[config.mk]
export PLATFORM = sky130hd
export DESIGN_NAME = hand_renderer
export DESIGN_NICKNAME = d
export VERILOG_FILES = /design/src/rtl/card_pkg.sv /design/src/rtl/card_glyph.sv /design/src/rtl/hand_renderer.sv
export SDC_FILE = /design/constraint.sdc
export NUM_CORES = 1
export LEC_CHECK = 0
export ABC_CLOCK_PERIOD_IN_PS = 10080
export CAP_MARGIN = 20
export CORE_MARGIN = 2
export CORE_UTILIZATION = 55
export CTS_BUF_LIST = sky130_fd_sc_hd__clkbuf_8
export DETAILED_ROUTE_END_ITERATION = 16
export PLACE_DENSITY = 0.78
export SYNTH_ARGS = -nofsm -noshare
export SYNTH_HDL_FRONTEND = slang
export SYNTH_SLANG_ARGS = --single-unit
[constraint.sdc]
create_clock -name clk -period 10.08 [get_ports clk]
set_clock_uncertainty 0.1 [all_clocks]
set_input_delay 1.008 -clock clk [delete_from_list [all_inputs] [get_ports clk]]
set_output_delay 1.008 -clock clk [all_outputs]
set_load 0.01 [all_outputs]
[src/rtl/card_pkg.sv]
// rtl/card_pkg.sv - shared card types, colours and geometry for the hand renderer
// Contents: suit_e, card_t, state_e, colour constants, geometry defaults,
//           slot_left() helper for slot left-edge arithmetic.
package card_pkg;

  typedef enum logic [1:0] {
    SUIT_SPADE   = 2'd0,
    SUIT_HEART   = 2'd1,
    SUIT_DIAMOND = 2'd2,
    SUIT_CLUB    = 2'd3
  } suit_e;

  typedef struct packed {
    logic [3:0] value;
    suit_e      suit;
    logic       face_up;
  } card_t;

  typedef enum logic {
    ST_IDLE  = 1'b0,
    ST_SLIDE = 1'b1
  } state_e;

  localparam logic [23:0] BLACK    = 24'h000000;
  localparam logic [23:0] WHITE    = 24'hFFFFFF;
  localparam logic [23:0] RED      = 24'hFF0000;
  localparam logic [23:0] BACK_RGB = 24'h2040C0;

  localparam int DEF_MAX_CARDS    = 6;
  localparam int DEF_CARD_WIDTH   = 60;
  localparam int DEF_CARD_HEIGHT  = 84;
  localparam int DEF_CARD_SPACING = 20;
  localparam int DEF_BORDER_WIDTH = 2;
  localparam int DEF_SLIDE_DIST   = 160;
  localparam int DEF_SLIDE_STEP   = 16;

  // Glyph cell placement inside a card (local coordinates).
  localparam int GLYPH_X0 = 8;
  localparam int GLYPH_Y0 = 8;
  localparam int GLYPH_W  = 18;
  localparam int GLYPH_H  = 28;

  // 11-bit left edge: wide enough that base + slots + slide offset never wraps.
  function automatic logic [10:0] slot_left(input logic [9:0] base, input int idx,
                                            input int spacing, input logic [10:0] extra);
    return 11'(base) + 11'(idx * spacing) + extra;
  endfunction

endpackage

[src/rtl/card_glyph.sv]
// rtl/card_glyph.sv - combinational segment-bar glyph for a card value
// Ports: value[3:0] card value (1=A..13=K; 0,14,15 blank)
//        sx[10:0], sy[9:0] card-local pixel coordinates
//        glyph_on  pixel lies on a lit bar of the value's glyph
module card_glyph
  import card_pkg::*;
(
  input  logic [3:0]  value,
  input  logic [10:0] sx,
  input  logic [9:0]  sy,
  output logic        glyph_on
);

  // Seven bars on an 18x28 cell, 2 px thick: {a,b,c,d,e,f,g}
  // a top, b upper-right, c lower-right, d bottom, e lower-left, f upper-left, g middle.
  logic [6:0]  seg;
  logic        in_cell;
  logic [10:0] gx;
  logic [9:0]  gy;
  logic        top, mid, bot, lft, rgt, upper, lower;

  always_comb begin
    seg = 7'b0000000;
    case (value)
      4'd1:  seg = 7'b1110111; // A
      4'd2:  seg = 7'b1101101;
      4'd3:  seg = 7'b1111001;
      4'd4:  seg = 7'b0110011;
      4'd5:  seg = 7'b1011011;
      4'd6:  seg = 7'b1011111;
      4'd7:  seg = 7'b1110000;
      4'd8:  seg = 7'b1111111;
      4'd9:  seg = 7'b1111011;
      4'd10: seg = 7'b1111110;
      4'd11: seg = 7'b0111100; // J
      4'd12: seg = 7'b1110011; // Q
      4'd13: seg = 7'b0110111; // K
      default: seg = 7'b0000000;
    endcase
  end

  assign in_cell = (sx >= 11'(GLYPH_X0)) && (sx < 11'(GLYPH_X0 + GLYPH_W)) &&
                   (sy >= 10'(GLYPH_Y0)) && (sy < 10'(GLYPH_Y0 + GLYPH_H));
  assign gx = sx - 11'(GLYPH_X0);
  assign gy = sy - 10'(GLYPH_Y0);

  assign top   = gy < 10'd2;
  assign mid   = (gy == 10'd13) || (gy == 10'd14);
  assign bot   = gy >= 10'd26;
  assign lft   = gx < 11'd2;
  assign rgt   = gx >= 11'd16;
  assign upper = gy <= 10'd14;
  assign lower = gy >= 10'd13;

  assign glyph_on = in_cell && (
      (seg[6] && top) ||
      (seg[5] && rgt && upper) ||
      (seg[4] && rgt && lower) ||
      (seg[3] && bot) ||
      (seg[2] && lft && lower) ||
      (seg[1] && lft && upper) ||
      (seg[0] && mid));

endmodule

[src/rtl/hand_renderer.sv]
// rtl/hand_renderer.sv - card hand store with slide-in animation and 2-stage pixel renderer
// Ports: clk, reset (sync, active-high); x/y/pix_valid pixel in; frame_tick;
//        hand_x/hand_y origin; wr_valid/wr_ready/wr_value/wr_suit/wr_face_up write port;
//        clear, flip_all; card_count, busy; r_out/g_out/b_out, out_valid (pix_valid + 2).
// Option: HAND_RENDERER_SUIT_COLOR_EN renders heart/diamond glyphs red.
module hand_renderer
  import card_pkg::*;
#(
  parameter int MAX_CARDS    = DEF_MAX_CARDS,
  parameter int CARD_WIDTH   = DEF_CARD_WIDTH,
  parameter int CARD_HEIGHT  = DEF_CARD_HEIGHT,
  parameter int CARD_SPACING = DEF_CARD_SPACING,
  parameter int BORDER_WIDTH = DEF_BORDER_WIDTH,
  parameter int SLIDE_DIST   = DEF_SLIDE_DIST,
  parameter int SLIDE_STEP   = DEF_SLIDE_STEP
) (
  input  logic                           clk,
  input  logic                           reset,
  input  logic [9:0]                     x,
  input  logic [8:0]                     y,
  input  logic                           pix_valid,
  input  logic                           frame_tick,
  input  logic [9:0]                     hand_x,
  input  logic [8:0]                     hand_y,
  input  logic                           wr_valid,
  output logic                           wr_ready,
  input  logic [3:0]                     wr_value,
  input  logic [1:0]                     wr_suit,
  input  logic                           wr_face_up,
  input  logic                           clear,
  input  logic                           flip_all,
  output logic [$clog2(MAX_CARDS+1)-1:0] card_count,
  output logic                           busy,
  output logic [7:0]                     r_out,
  output logic [7:0]                     g_out,
  output logic [7:0]                     b_out,
  output logic                           out_valid
);

  localparam int CNT_W = $clog2(MAX_CARDS + 1);
  localparam logic [CNT_W-1:0] MAX_CNT = CNT_W'(MAX_CARDS);
  localparam logic [10:0] CW11   = 11'(CARD_WIDTH);
  localparam logic [9:0]  CH10   = 10'(CARD_HEIGHT);
  localparam logic [10:0] BW11   = 11'(BORDER_WIDTH);
  localparam logic [9:0]  BW10   = 10'(BORDER_WIDTH);
  localparam logic [10:0] DIST11 = 11'(SLIDE_DIST);
  localparam logic [10:0] STEP11 = 11'(SLIDE_STEP);

  // ---------------- hand state / FSM ----------------
  state_e           state, state_nxt;
  logic [10:0]      offset, offset_nxt;
  logic [CNT_W-1:0] count_nxt;
  card_t            slots [MAX_CARDS];
  logic             accept;

  assign wr_ready = (state == ST_IDLE) && (card_count < MAX_CNT) && !clear;
  assign accept   = wr_valid && wr_ready;
  assign busy     = (state == ST_SLIDE);

  always_comb begin
    state_nxt  = state;
    offset_nxt = offset;
    count_nxt  = card_count;
    if (clear) begin
      state_nxt  = ST_IDLE;
      offset_nxt = '0;
      count_nxt  = '0;
    end else if (accept) begin
      state_nxt  = ST_SLIDE;
      offset_nxt = DIST11;
      count_nxt  = card_count + 1'b1;
    end else if ((state == ST_SLIDE) && frame_tick) begin
      offset_nxt = (offset > STEP11) ? (offset - STEP11) : '0;
      if (offset_nxt == '0) state_nxt = ST_IDLE;
    end
  end

  always_ff @(posedge clk) begin
    if (reset) begin
      state      <= ST_IDLE;
      offset     <= '0;
      card_count <= '0;
      for (int i = 0; i < MAX_CARDS; i++) slots[i] <= '0;
    end else begin
      state      <= state_nxt;
      offset     <= offset_nxt;
      card_count <= count_nxt;
      if (flip_all)
        for (int i = 0; i < MAX_CARDS; i++) slots[i].face_up <= 1'b1;
      // accept is never true alongside clear, since wr_ready already masks it
      if (accept)
        slots[card_count] <= '{value: wr_value, suit: suit_e'(wr_suit),
                               face_up: wr_face_up | flip_all};
    end
  end

  // ---------------- stage 1: hit mask ----------------
  // Only the newest card (index card_count-1) carries the slide offset.
  logic [MAX_CARDS-1:0] hit;
  logic [10:0]          slide_off;
  logic [CNT_W-1:0]     top_idx;
  logic [10:0]          left1 [MAX_CARDS];

  assign slide_off = busy ? offset : '0;
  assign top_idx   = card_count - 1'b1;

  always_comb begin
    hit = '0;
    for (int i = 0; i < MAX_CARDS; i++) begin
      left1[i] = slot_left(hand_x, i, CARD_SPACING,
                           (CNT_W'(i) == top_idx) ? slide_off : 11'd0);
      hit[i] = (CNT_W'(i) < card_count) &&
               ({1'b0, x} >= left1[i]) && ({1'b0, x} < left1[i] + CW11) &&
               ({1'b0, y} >= {1'b0, hand_y}) && ({1'b0, y} < {1'b0, hand_y} + CH10);
    end
  end

  // Geometry used by the hit test is snapshotted so stage 2 derives local
  // coordinates from the same edges even if offset/hand_x change next cycle.
  logic [9:0]           s1_x, s1_hand_x;
  logic [8:0]           s1_y, s1_hand_y;
  logic                 s1_valid;
  logic [MAX_CARDS-1:0] s1_hit;
  logic [10:0]          s1_off;
  logic [CNT_W-1:0]     s1_top;

  always_ff @(posedge clk) begin
    if (reset) begin
      s1_x      <= '0;
      s1_y      <= '0;
      s1_hand_x <= '0;
      s1_hand_y <= '0;
      s1_valid  <= 1'b0;
      s1_hit    <= '0;
      s1_off    <= '0;
      s1_top    <= '0;
    end else begin
      s1_x      <= x;
      s1_y      <= y;
      s1_hand_x <= hand_x;
      s1_hand_y <= hand_y;
      s1_valid  <= pix_valid;
      s1_hit    <= hit;
      s1_off    <= slide_off;
      s1_top    <= top_idx;
    end
  end

  // ---------------- stage 2: topmost card, colour ----------------
  logic [CNT_W-1:0] sel;
  logic             any_hit;
  logic [10:0]      left2, sx;
  logic [9:0]       sy;
  logic [3:0]       sel_value;
  logic             sel_face;
  logic             in_border;
  logic             glyph_on;
  logic [23:0]      glyph_rgb, rgb_nxt, rgb;

  always_comb begin
    sel = '0;
    for (int i = 0; i < MAX_CARDS; i++)
      if (s1_hit[i]) sel = CNT_W'(i);
  end

  assign any_hit   = |s1_hit;
  assign left2     = slot_left(s1_hand_x, int'(sel), CARD_SPACING,
                               (sel == s1_top) ? s1_off : 11'd0);
  assign sx        = {1'b0, s1_x} - left2;
  assign sy        = {1'b0, s1_y} - {1'b0, s1_hand_y};
  assign sel_value = slots[sel].value;
  assign sel_face  = slots[sel].face_up;
  assign in_border = (sx < BW11) || (sx >= CW11 - BW11) ||
                     (sy < BW10) || (sy >= CH10 - BW10);

  card_glyph u_glyph (
    .value    (sel_value),
    .sx       (sx),
    .sy       (sy),
    .glyph_on (glyph_on)
  );

`ifdef HAND_RENDERER_SUIT_COLOR_EN
  suit_e sel_suit;
  assign sel_suit  = slots[sel].suit;
  assign glyph_rgb = ((sel_suit == SUIT_HEART) || (sel_suit == SUIT_DIAMOND)) ? RED : WHITE;
`else
  assign glyph_rgb = WHITE;
`endif

  always_comb begin
    rgb_nxt = BLACK;
    if (any_hit) begin
      if (in_border)      rgb_nxt = WHITE;
      else if (!sel_face) rgb_nxt = BACK_RGB;
      else if (glyph_on)  rgb_nxt = glyph_rgb;
      else                rgb_nxt = BLACK;
    end
  end

  always_ff @(posedge clk) begin
    if (reset) begin
      rgb       <= BLACK;
      out_valid <= 1'b0;
    end else begin
      rgb       <= rgb_nxt;
      out_valid <= s1_valid;
    end
  end

  assign r_out = rgb[23:16];
  assign g_out = rgb[15:8];
  assign b_out = rgb[7:0];

endmodule

## After elaboration in Yosys (flattened, before gate mapping)

Memory sizes are Yosys's and may differ from the RTL's.
Cells that the tools add are included.

- Input port bits: 52
- Memories: 2
- Register bits after elaboration: 99
- Bits in writable memories: 42
- Output and inout port bits: 30
- ROM bits: 112
- Word-level logic and storage cells: 196

- Multiplexer cells: 36
- Reductions and logical operators: 63
- Multipliers: 1
- Bitwise gates (word level): 9
- $add $sub $neg: 27
- Order comparisons: 36
- Eq/ne operators: 8

Memories:

| name | words | bits a word | rd ports | clocked after memory_dff | write ports | line | source |
|---|---|---|---|---|---|---|---|
| (name not given) | 16 | 7 | 1 | 0 | 0 | card_glyph.sv:24 | `case (value)` |
| slots | 6 | 7 | 1 | 0 | 7 | hand_renderer.sv:53 | `card_t slots [MAX_CARDS];` |

Operators with widths:

| cell | number |
|---|---|
| two-way mux 11 bit | 9 |
| two-way mux 24 bit | 3 |
| adder 11 bit | 6 |
| adder 11 x 6 -> 11 bit (second input constant) | 6 |
| >= comparator 10 x 11 -> 1 bit | 6 |
| less-than comparator 10 x 11 -> 1 bit | 6 |
| logical AND 1 bit | 43 |
| adder 10 x 6 -> 11 bit (second input constant) | 2 |
| adder 10 x 7 -> 11 bit (second input constant) | 2 |
| less-than comparator 11 x 2 -> 1 bit (second input constant) | 2 |
| == test 10 x 4 -> 1 bit (second input constant) | 2 |
| >= comparator 10 x 4 -> 1 bit (second input constant) | 2 |
| less-than comparator 10 x 2 -> 1 bit (second input constant) | 2 |
| two-way mux 1 bit | 18 |
| two-way mux 8 bit | 2 |
| two-way mux 3 bit | 4 |
| adder 10 x 11 -> 11 bit | 1 |
| adder 10 x 5 -> 11 bit (second input constant) | 1 |
| adder 10 x 8 -> 11 bit | 1 |
| >= comparator 11 x 4 -> 1 bit (second input constant) | 1 |
| >= comparator 11 x 5 -> 1 bit (second input constant) | 1 |
| >= comparator 11 x 6 -> 1 bit (second input constant) | 1 |
| greater-than comparator 11 x 5 -> 1 bit (second input constant) | 1 |
| logical NOT 11 bit | 1 |
| 34 further kinds | 57 |

## Depth between registers and ports, before layout

Gate-level depths: netlist of the first run.

- Word-level depth: 23
- Mapped depth: 25
- Depth with buffers taken out: 23

## Hierarchy

From an unflattened synthesis of the first run, not the netlist that was laid out.

- Cells, all modules: 1539
- Area, all modules: 13067.5 µm²

By module, submodules not included:

| module | times used | area an instance (µm²) | cells each | seq. area each (µm²) |
|---|---|---|---|---|
| hand_renderer | 1 | 12350.6 | 1437 | 2392.3 |
| card_glyph | 1 | 716.9 | 102 | 0.0 |

## Worst setup path after synthesis of the first run

No wires, ideal clock.

- Path type: register to register
- Start point: register s1_hit[4]
- End point: register rgb[21]
- Stages on the path, launching flop included: 19
- Arrival: 4.955 ns
- Setup slack: 4.910 ns
- Path buffers: 0
- Setup time: 0.115 ns
- Cells stage by stage: dfxtp_1 > nor3b_1 > nor3_2 > inv_1 > ha_1 > ha_1 > fa_1 > fa_1 > inv_1 > ha_1 > a2111oi_0 > o21ai_0 > a41oi_1 > and4b_1 > mux2i_1 > a211oi_1 > a211oi_1 > or4_1 > o21a_1

- Longest elaborated chain between the ends: 20

RTL lines:

| item | line | source |
|---|---|---|
| from (decl) | hand_renderer.sv:123 | `logic [MAX_CARDS-1:0] s1_hit;` |
| from (signal assigned) | hand_renderer.sv:143 | `s1_hit <= hit;` |
| two-way mux 3 bit (2 in series) | hand_renderer.sv:163 | `if (s1_hit[i]) sel = CNT_W'(i);` |
| multiplier 3 x 3 -> 6 bit / == test 3 bit (equally long branches) | card_pkg.sv:46, hand_renderer.sv:168 |  |
| adder 10 x 8 -> 11 bit / two-way mux 11 bit (equally long branches) | card_pkg.sv:46, hand_renderer.sv:168 |  |
| adder 11 bit | card_pkg.sv:46 | `return 11'(base) + 11'(idx * spacing) + extra;` |
| subtractor 10 x 11 -> 11 bit | hand_renderer.sv:169 | `assign sx = {1'b0, s1_x} - left2;` |
| subtractor 11 x 4 -> 11 bit | card_glyph.sv:44 | `assign gx = sx - 11'(GLYPH_X0);` |
| >= comparator 11 x 5 -> 1 bit | card_glyph.sv:51 | `assign rgt = gx >= 11'd16;` |
| logical AND 1 bit (2 in series) | card_glyph.sv:57 | `(seg[5] && rgt && upper) \|\|` |
| [... 2 more ...] | n/a |  |
| logical OR 1 bit | card_glyph.sv:58 | `(seg[4] && rgt && lower) \|\|` |
| logical OR 1 bit | card_glyph.sv:59 | `(seg[3] && bot) \|\|` |
| logical OR 1 bit | card_glyph.sv:60 | `(seg[2] && lft && lower) \|\|` |
| logical OR 1 bit | card_glyph.sv:61 | `(seg[1] && lft && upper) \|\|` |
| logical AND 1 bit | card_glyph.sv:55 | `assign glyph_on = in_cell && (` |
| two-way mux 24 bit | hand_renderer.sv:196 | `else if (glyph_on) rgb_nxt = glyph_rgb;` |
| two-way mux 24 bit | hand_renderer.sv:195 | `else if (!sel_face) rgb_nxt = BACK_RGB;` |
| two-way mux 24 bit | hand_renderer.sv:194 | `if (in_border) rgb_nxt = WHITE;` |
| to (signal assigned) | hand_renderer.sv:206 | `rgb <= rgb_nxt;` |
| to (decl) | hand_renderer.sv:158 | `logic [23:0] glyph_rgb, rgb_nxt, rgb;` |

Several ways; a longest one is shown, not always the timed one.
A chain may end at the register's enable or synchronous reset.

## Worst setup path after layout of the first run

- Start point: register s1_hit[5]
- End point: register rgb[21]

- Longest elaborated chain between the ends: 19

RTL lines:

| item | line |
|---|---|
| two-way mux 3 bit | hand_renderer.sv:163 |
| multiplier 3 x 3 -> 6 bit / == test 3 bit (equally long branches) | card_pkg.sv:46, hand_renderer.sv:168 |
| adder 10 x 8 -> 11 bit / two-way mux 11 bit (equally long branches) | card_pkg.sv:46, hand_renderer.sv:168 |
| adder 11 bit | card_pkg.sv:46 |
| subtractor 10 x 11 -> 11 bit | hand_renderer.sv:169 |
| subtractor 11 x 4 -> 11 bit | card_glyph.sv:44 |
| >= comparator 11 x 5 -> 1 bit | card_glyph.sv:51 |
| logical AND 1 bit (2 in series) | card_glyph.sv:57 |
| [... 2 more ...] | n/a |
| logical OR 1 bit | card_glyph.sv:58 |
| logical OR 1 bit | card_glyph.sv:59 |
| logical OR 1 bit | card_glyph.sv:60 |
| logical OR 1 bit | card_glyph.sv:61 |
| logical AND 1 bit | card_glyph.sv:55 |
| two-way mux 24 bit | hand_renderer.sv:196 |
| two-way mux 24 bit | hand_renderer.sv:195 |
| two-way mux 24 bit | hand_renderer.sv:194 |

Several ways; a longest one is shown, not always the timed one.

==> Implementation_results.wiki, run 1 <==
{| class="wikitable"
! Metric !! Value
|-
| Starting Density || around 56%
|-
| Final worst path period need || around 6 ns
|-
| Clock Tree Root || clkbuf_8
|-
| Predominant post-synthesis flop cell || dfxtp_1
|-
| Routed wire per std cell || ~16 um
|-
| Number of antenna violations at the first check in global routing || 0
|-
| Via-per-instance ratio || 5.703
|-
| Clock insertion delay at the later pin of the skew report || approximately 0.40 ns
|-
| Endpoint class of the critical path || flop
|-
| Detailed-router iteration count before antenna repair || 5
|-
| Pleak || just under 7 nW
|-
| Global route total overflow || 0
|-
| Synth warnings || 0
|-
| Synth top area share || approximately 28%
|-
| Seq pwr share || 36.5%
|-
| Routability congestion estimate from global placement || 0.9200
|-
| Detailed Route WL || roughly 30000 um
|-
| Filler Cell Count || about 2100
|-
| Cell area after synthesis || between 0.01 and 0.015 mm^2
|-
| Clock slew at the register clock pins of the worst setup and hold paths || 0.12 ns
|-
| TNS Setup || 0 ns
|-
| Kind of start point of the critical path || flop
|-
| Final core utilization || roughly 60%
|-
| Detailed-placement wirelength estimate || ~24000 um
|-
| CTS buffer count || 9
|-
| Synthesized area per cell || roughly 8.5 um^2
|-
| Critical-path cell list || nor2_2 > inv_1 > nor4b_1 > o22a_1 > and2_1 > fa_1 > fa_1 > inv_1 > ha_1 > a2111oi_0 > o21ai_0 > a41oi_1 > and4b_1 > mux2i_1 > a211oi_1 > a211oi_1 > or4_1 > o21a_1
|-
| Highest cell delay on the worst timing path || between 0.5 and 0.6 ns
|-
| Post-synth EDFFs || 25
|-
| Global-route total usage across every layer || between 20% and 30%
|-
| Clock sink total || 107
|-
| Net Sw Frac || a little under two fifths
|-
| Internal reg-to-reg setup slack || between 4 and 5 ns
|-
| Via count of the first global-routing pass || a little over 10000
|-
| Class of the most critical hold timing path || flop to flop
|-
| Combinational Power Share || 42.3%
|-
| Number of DRC violations after detailed routing || 0
|-
| Final slew viol count || 0
|-
| Overall via count from detail_route || about 11000
|-
| Distinct cell type count of the synthesized netlist || 74
|-
| Cell area after placement || around 0.014 mm^2
|-
| Layout cells sized above 1 || under 10%
|-
| Sequential area share after synthesis || roughly 19%
|-
| Wire length of the first global-routing pass || around 50000 um
|-
| TritonCTS clock tree || done
|-
| Biggest area consumer among synthesized cells || ha_1
|-
| Critical path peak fanout || 13
|-
| Classification of the worst setup path || flop to flop
|-
| Result of the run || finished clean
|-
| Most common library cell in the layout ignoring fill and taps || ha_1
|-
| Cell count after synthesis || 1520
|-
| RSZ-0062 raised after global routing || false
|-
| Standard-cell rows || 56
|-
| Total number of H-tree levels || 3
|-
| Final Hold Vio Count || 0
|-
| Required time of the critical path || 10.28 ns
|-
| Worst Tran Pin Value || between 0.9 and 1 ns
|-
| Net switching power || 0.4751 mW
|-
| Setup bufs post-CTS || 0
|-
| Final period util || just under 60%
|-
| Post-Layout Inst Area || 0.01406 mm^2
|-
| Count of cells resized by post-cts repair || 0
|-
| Die height || roughly 160 um
|-
| Relative contribution of the clock network to total power || around a fifth
|-
| Total core area || 0.02326 mm^2
|-
| Internal power contribution || about 0.79 mW
|-
| Top cells by area, synth || ha_1 28%, dfxtp_1 13%, edfxtp_1 5.8%
|-
| Number of I/O port buffers || between 70 and 80
|-
| Number of synthesized register bits || about 110
|-
| Final layout net count || between 1500 and 2000
|-
| Async set-reset flop share out of synthesis || 0%
|-
| Total nets after synthesis || roughly 1900
|-
| Area growth syn-to-layout || 8.866%
|-
| Post-placement setup slack || between 4 and 5 ns
|-
| CP arrival || around 6.2 ns
|-
| Highest ir drop seen on vdd || 0.07697 mV
|-
| Maximum root-to-sink buffer count || 2
|-
| WP buf/inv || 2
|-
| Die width || 157.2 um
|-
| Die Area || around 0.025 mm^2
|-
| Slew HR || roughly 37%
|-
| Slowest CP cell || or4_1
|-
| IO Count || 82
|-
| CTS hold repair buffers || 0
|-
| Post-layout worst setup margin || 4.071 ns
|-
| Pin count of the biggest net entering global routing || 67
|-
| Setup violators final || 0
|-
| Leading cell types in the layout, fill and taps excluded || 285 x ha_1, 163 x inv_1, 136 x nor2_1
|-
| Detailed Route Iter0 Violations || about 600
|-
| Fmax || 166.4 MHz
|-
| Antenna diode instance count || 0
|-
| Delay-heaviest family, CP || compound AO/OA/AOI/OAI gates
|-
| # Max-Cap Violations || 0
|-
| Total power divided by cell area || 89.90 mW/mm^2
|-
| Post-route antenna net violation count || 0
|}
-- power groups by stage --
stage	Combinational [mW]	Sequential (mW)	Clock, mW
floorplan	0.397	0.469	0
global placement	0.510	0.471	0
detailed placement	0.530	0.472	0
CTS	0.534	0.462	0.270
global route	0.607	0.464	0.281
finish	0.535	0.462	0.267
-- per-stage QoR --
step,cells,hold WS (ns),power (mW)
finish,1890,0.3476,1.264
global route,1890,0.3743,1.352
CTS,1890,0.3555,1.266
detailed placement,1874,0.3283,1.002
global placement,1874,0.3178,0.9808
floorplan,1520,0.3138,0.8656
-- cells by family (layout without fill, tap and decap cells) --
logic type | after synthesis | after routing | synth area share, %
mux | 16 | 16 | 1.463
simple gates | 435 | 435 | 17.36
flops | 107 | 107 | 18.53
fa+ha+maj | 308 | 308 | 31.18
compound gates | 331 | 331 | 17.05
buf+inv | 210 | 261 | 6.744
xor+xnor | 113 | 113 | 7.665
-- final cells by class --
cell class	count	area, um^2	area share (%)
multi-input combinational	1203	9649	68.64
sequential	107	2392	17.02
timing repair buffer	82	808.3	5.750
inverter	163	611.8	4.352
tap	319	399.1	2.839
clock buffer	9	123.9	0.8812
clock inverter	7	72.57	0.5162
-- metal layers --
metal	global-route usage [%]	share of wire (%)	wire length [um]
met3	2.561	4.5	1357
met5	0	0	0
met1	32.57	46	14000
met4	7.532	3.0	917
met2	42.52	46	13850
-- Yosys cell counts, drive strengths merged, types with 26 or more instances --
| cell type | instances |
|---|---|
| o21ai | 44 |
| inv | 163 |
| ha | 285 |
| nand2 | 63 |
| nand3 | 26 |
| dfxtp | 82 |
| xnor2 | 72 |
| nor2 | 138 |
| a21oi | 91 |
| a21o | 52 |
| nor2b | 45 |
| xor2 | 41 |
| and2 | 43 |
| o21a | 32 |
-- worst paths after layout --
kind | startpoint | endpoint | cells past startpoint
worst min register to register | s1_valid$_SDFF_PP0_ | out_valid$_SDFF_PP0_ | 1
worst max-delay path | s1_hit[5]$_SDFF_PP0_ | rgb[21]$_SDFF_PP0_ | 18
worst min-delay path | s1_valid$_SDFF_PP0_ | out_valid$_SDFF_PP0_ | 1
worst max register to register | s1_hit[5]$_SDFF_PP0_ | rgb[21]$_SDFF_PP0_ | 18
-- sequential cells by signal, indices dropped and copies added (netlist names), 6 cells and up --
signal	count
s1_off	11
offset	11
s1_hand_y	9
slots	30
s1_y	9
s1_x	10
s1_hand_x	10
s1_hit	6
(Power assumes the default switching activity.)
==> inputs of run 2 (changes only) <==
ABC_CLOCK_PERIOD_IN_PS = 6100   (was 10080)
clock period = 6.1 ns   (was 10.08 ns; I/O delays follow)
==> run 2 against run 1 <==
Non-clock buffer count rose by 11. Sequential share of layout area is 0.14 points lower. Worst setup slack worse by 3.6 ns. Routed wire length increased by 1.7%. Clock-buffer cell count unchanged. Critical path depth unchanged. Utilization is 0.49 points higher.
==> Implementation_results.wiki, run 2 (synthesis results as in run 1) <==
{| class="wikitable"
! Metric !! Value
|-
| Result of the run || finished clean
|-
| Overall via count from detail_route || 10830 (+0.43%)
|-
| # Max-Cap Violations || 0 (unchanged)
|-
| Number of antenna violations at the first check in global routing || 1 (+1)
|-
| Total number of H-tree levels || 3 (unchanged)
|-
| CTS buffer count || 9 (unchanged)
|-
| Relative contribution of the clock network to total power || 22.1% (+1.0 points)
|-
| Top Registers || slots (30), offset (11), s1_off (11)
|-
| Worst Tran Pin Value || 1.146 ns (+0.1995 ns)
|-
| Setup violators final || 0 (unchanged)
|-
| Maximum root-to-sink buffer count || 2 (unchanged)
|-
| Final slew viol count || 0 (unchanged)
|-
| Final period util || 92.03% (+32 points)
|-
| Number of cells traversed by the worst hold path || 1 (unchanged)
|-
| Area growth syn-to-layout || 9.748%
|-
| Placed Cells incl. Taps || 1885 (+0.59%)
|-
| Leading cell types in the layout, fill and taps excluded || 285 x ha_1, 163 x inv_1, 136 x nor2_1
|-
| CTS hold repair buffers || 0 (unchanged)
|-
| Layout cells sized above 1 || 3.603% (+0.80 points)
|-
| Clock slew at the register clock pins of the worst setup and hold paths || 0.13 ns (about the same)
|-
| IO Count || 82 (unchanged)
|-
| Number of DRC violations after detailed routing || 0 (unchanged)
|-
| Via-per-instance ratio || 5.694 (-0.15%)
|-
| Clock sink total || 107 (unchanged)
|-
| Flip-flop count of the largest register, all copies and words added || 30 (unchanged)
|-
| Source of the worst register-to-register timing path || s1_hit[4]$_SDFF_PP0_
|-
| Endpoint class of the critical path || flop
|-
| TritonCTS clock tree || done
|-
| Fmax || 178.1 MHz (+7.0%)
|-
| Detailed Route Iter0 Violations || 700 (+20%)
|-
| Seq pwr share || 36.0% (-0.5 points)
|-
| WHS Endpoint || out_valid$_SDFF_PP0_
|-
| Combinational Power Share || 41.9% (-0.4 points)
|-
| Most common library cell in the layout ignoring fill and taps || ha_1
|-
| Standard-cell rows || 56 (unchanged)
|-
| Via count of the first global-routing pass || 10300 (+0.48%)
|-
| Pleak || 6.822 nW (+0.86%)
|-
| Net Sw Frac || 38.05% (+0.45 points)
|-
| Critical path peak fanout || 10 (-3)
|-
| CP arrival || 5.83 ns (-0.38 ns)
|-
| Routability congestion estimate from global placement || 0.9063 (-1.5%)
|-
| FF-to-FF End || rgb[21]$_SDFF_PP0_
|-
| Total power divided by cell area || 149.5 mW/mm^2 (+66%)
|-
| Post-route antenna net violation count || 0 (unchanged)
|-
| Class of the most critical hold timing path || flop to flop
|-
| Net switching power || 0.8062 mW (+70%)
|-
| Global route total overflow || 0 (unchanged)
|-
| Die width || 157.2 um (unchanged)
|-
| Clock insertion delay at the later pin of the skew report || 0.40 ns (about the same)
|-
| Classification of the worst setup path || flop to flop
|-
| Wire length of the first global-routing pass || 49610 um (+1.3%)
|-
| Final worst path period need || 5.614 ns (-0.3952 ns)
|-
| Depth of the worst register-to-register path || 18 (unchanged)
|-
| Die height || 157.2 um (unchanged)
|-
| Routed wire per std cell || 16.11 um (+1.1%)
|-
| Die Area || 0.02472 mm^2 (unchanged)
|-
| Global-route total usage across every layer || 25.14% (+0.45 points)
|-
| Required time of the critical path || 6.31 ns (-3.97 ns)
|-
| Internal reg-to-reg setup slack || 0.49 ns (-3.58 ns)
|-
| Kind of start point of the critical path || flop
|-
| Clock Tree Root || clkbuf_8
|-
| Detailed-placement wirelength estimate || 23900 um (+1.2%)
|-
| Register with the highest flop count || slots
|-
| TNS Setup || 0 ns (unchanged)
|-
| RSZ-0062 raised after global routing || false
|-
| Detailed Route WL || 30630 um (+1.7%)
|-
| Internal power contribution || 1.313 mW (+66%)
|-
| Total core area || 0.02326 mm^2 (unchanged)
|-
| Final layout net count || 1937 (+0.57%)
|-
| Detailed-router iteration count before antenna repair || 7 (+2)
|-
| Pin count of the biggest net entering global routing || 67 (unchanged)
|-
| Highest ir drop seen on vdd || 0.1012 mV (+32%)
|-
| Non-filler instance count after layout || 1901 (+0.58%)
|-
| Antenna diode instance count || 0 (unchanged)
|-
| Final Hold Vio Count || 0 (unchanged)
|-
| Number of I/O port buffers || 79 (unchanged)
|-
| Starting Density || 55.51% (unchanged)
|-
| Launch point of the worst hold path || s1_valid$_SDFF_PP0_
|-
| Slew HR || 23.34% (-13 points)
|}
-- run 2: area by class of cell --
class / count / area (um^2)
clock buffer: 9 / 123.9
clock inverter: 7 / 96.34
fill: 2059 / 9091
inverter: 163 / 611.8
multi-input combinational: 1203 / 9657
sequential: 107 / 2392
tap: 319 / 399.1
timing repair buffer: 93 / 890.9
-- run 2: critical path, stage by stage, from the launching register on --
cell and delay (ns):
dfxtp_1 0.40, nor2_2 0.22, inv_1 0.19, nor4b_2 0.35, o22a_2 0.28, and2_1 0.17
fa_1 0.43, fa_1 0.51, inv_1 0.04, ha_1 0.37, a2111oi_0 0.34, o21ai_0 0.23
a41oi_1 0.36, and4b_1 0.24, mux2i_1 0.08, a211oi_1 0.35, a211oi_1 0.16, or4_1 0.52
o21a_1 0.19
-- run 2: power groups by stage --
| stage | Sequential, mW | Clock [mW] | Combinational, mW |
|---|---|---|---|
| finish | 0.764 | 0.467 | 0.888 |
| global route | 0.767 | 0.498 | 1.01 |
| CTS | 0.764 | 0.476 | 0.883 |
| detailed placement | 0.780 | 0 | 0.877 |
| global placement | 0.779 | 0 | 0.842 |
| floorplan | 0.775 | 0 | 0.656 |
-- run 2: per-layer routing --
layer | GRT usage (%) | wire [um] | up-vias
met5 | 0 | 0 | -
met4 | 8.615 | 1074 | 0
met3 | 2.891 | 1377 | 77
met2 | 42.86 | 14140 | 291
met1 | 32.99 | 14040 | 5013
li1 | - | - | 5444
-- run 2: how the worst max path moves through the flow --
| stage | start | end | slack [ns] |
|---|---|---|---|
| after global placement | s1_hit[4]$_SDFF_PP0_ | rgb[21]$_SDFF_PP0_ | 0.50 |
| after global routing | s1_hit[4]$_SDFF_PP0_ | rgb[21]$_SDFF_PP0_ | 0.01 |
| after CTS | s1_hit[4]$_SDFF_PP0_ | rgb[21]$_SDFF_PP0_ | 0.27 |
| after floorplan | s1_hit[4]$_SDFF_PP0_ | rgb[21]$_SDFF_PP0_ | 0.93 |
| after detailed placement | s1_hit[4]$_SDFF_PP0_ | rgb[21]$_SDFF_PP0_ | 0.32 |
| final | s1_hit[4]$_SDFF_PP0_ | rgb[21]$_SDFF_PP0_ | 0.49 |
-- run 2: metrics by stage --
| stage | setup WS, ns | power [mW] | hold slack (ns) | area [um^2] | util (%) |
|---|---|---|---|---|---|
| after floorplan | 0.9303 | 1.430 | 0.3138 | 12910 | - |
| after global placement | 0.5032 | 1.621 | 0.3158 | 13940 | 59.94 |
| after detailed placement | 0.3172 | 1.656 | 0.3260 | 13940 | 59.94 |
| after CTS | 0.2702 | 2.123 | 0.3510 | 14160 | 60.89 |
| after global routing | 0.01478 | 2.272 | 0.3767 | 14170 | 60.92 |
| final | 0.4862 | 2.119 | 0.3466 | 14170 | 60.92 |
-- run 2: what timing repair did --
item,CTS,global route
setup endpoints to repair,0,2
gates resized for setup,0,2
setup buffers,0,0
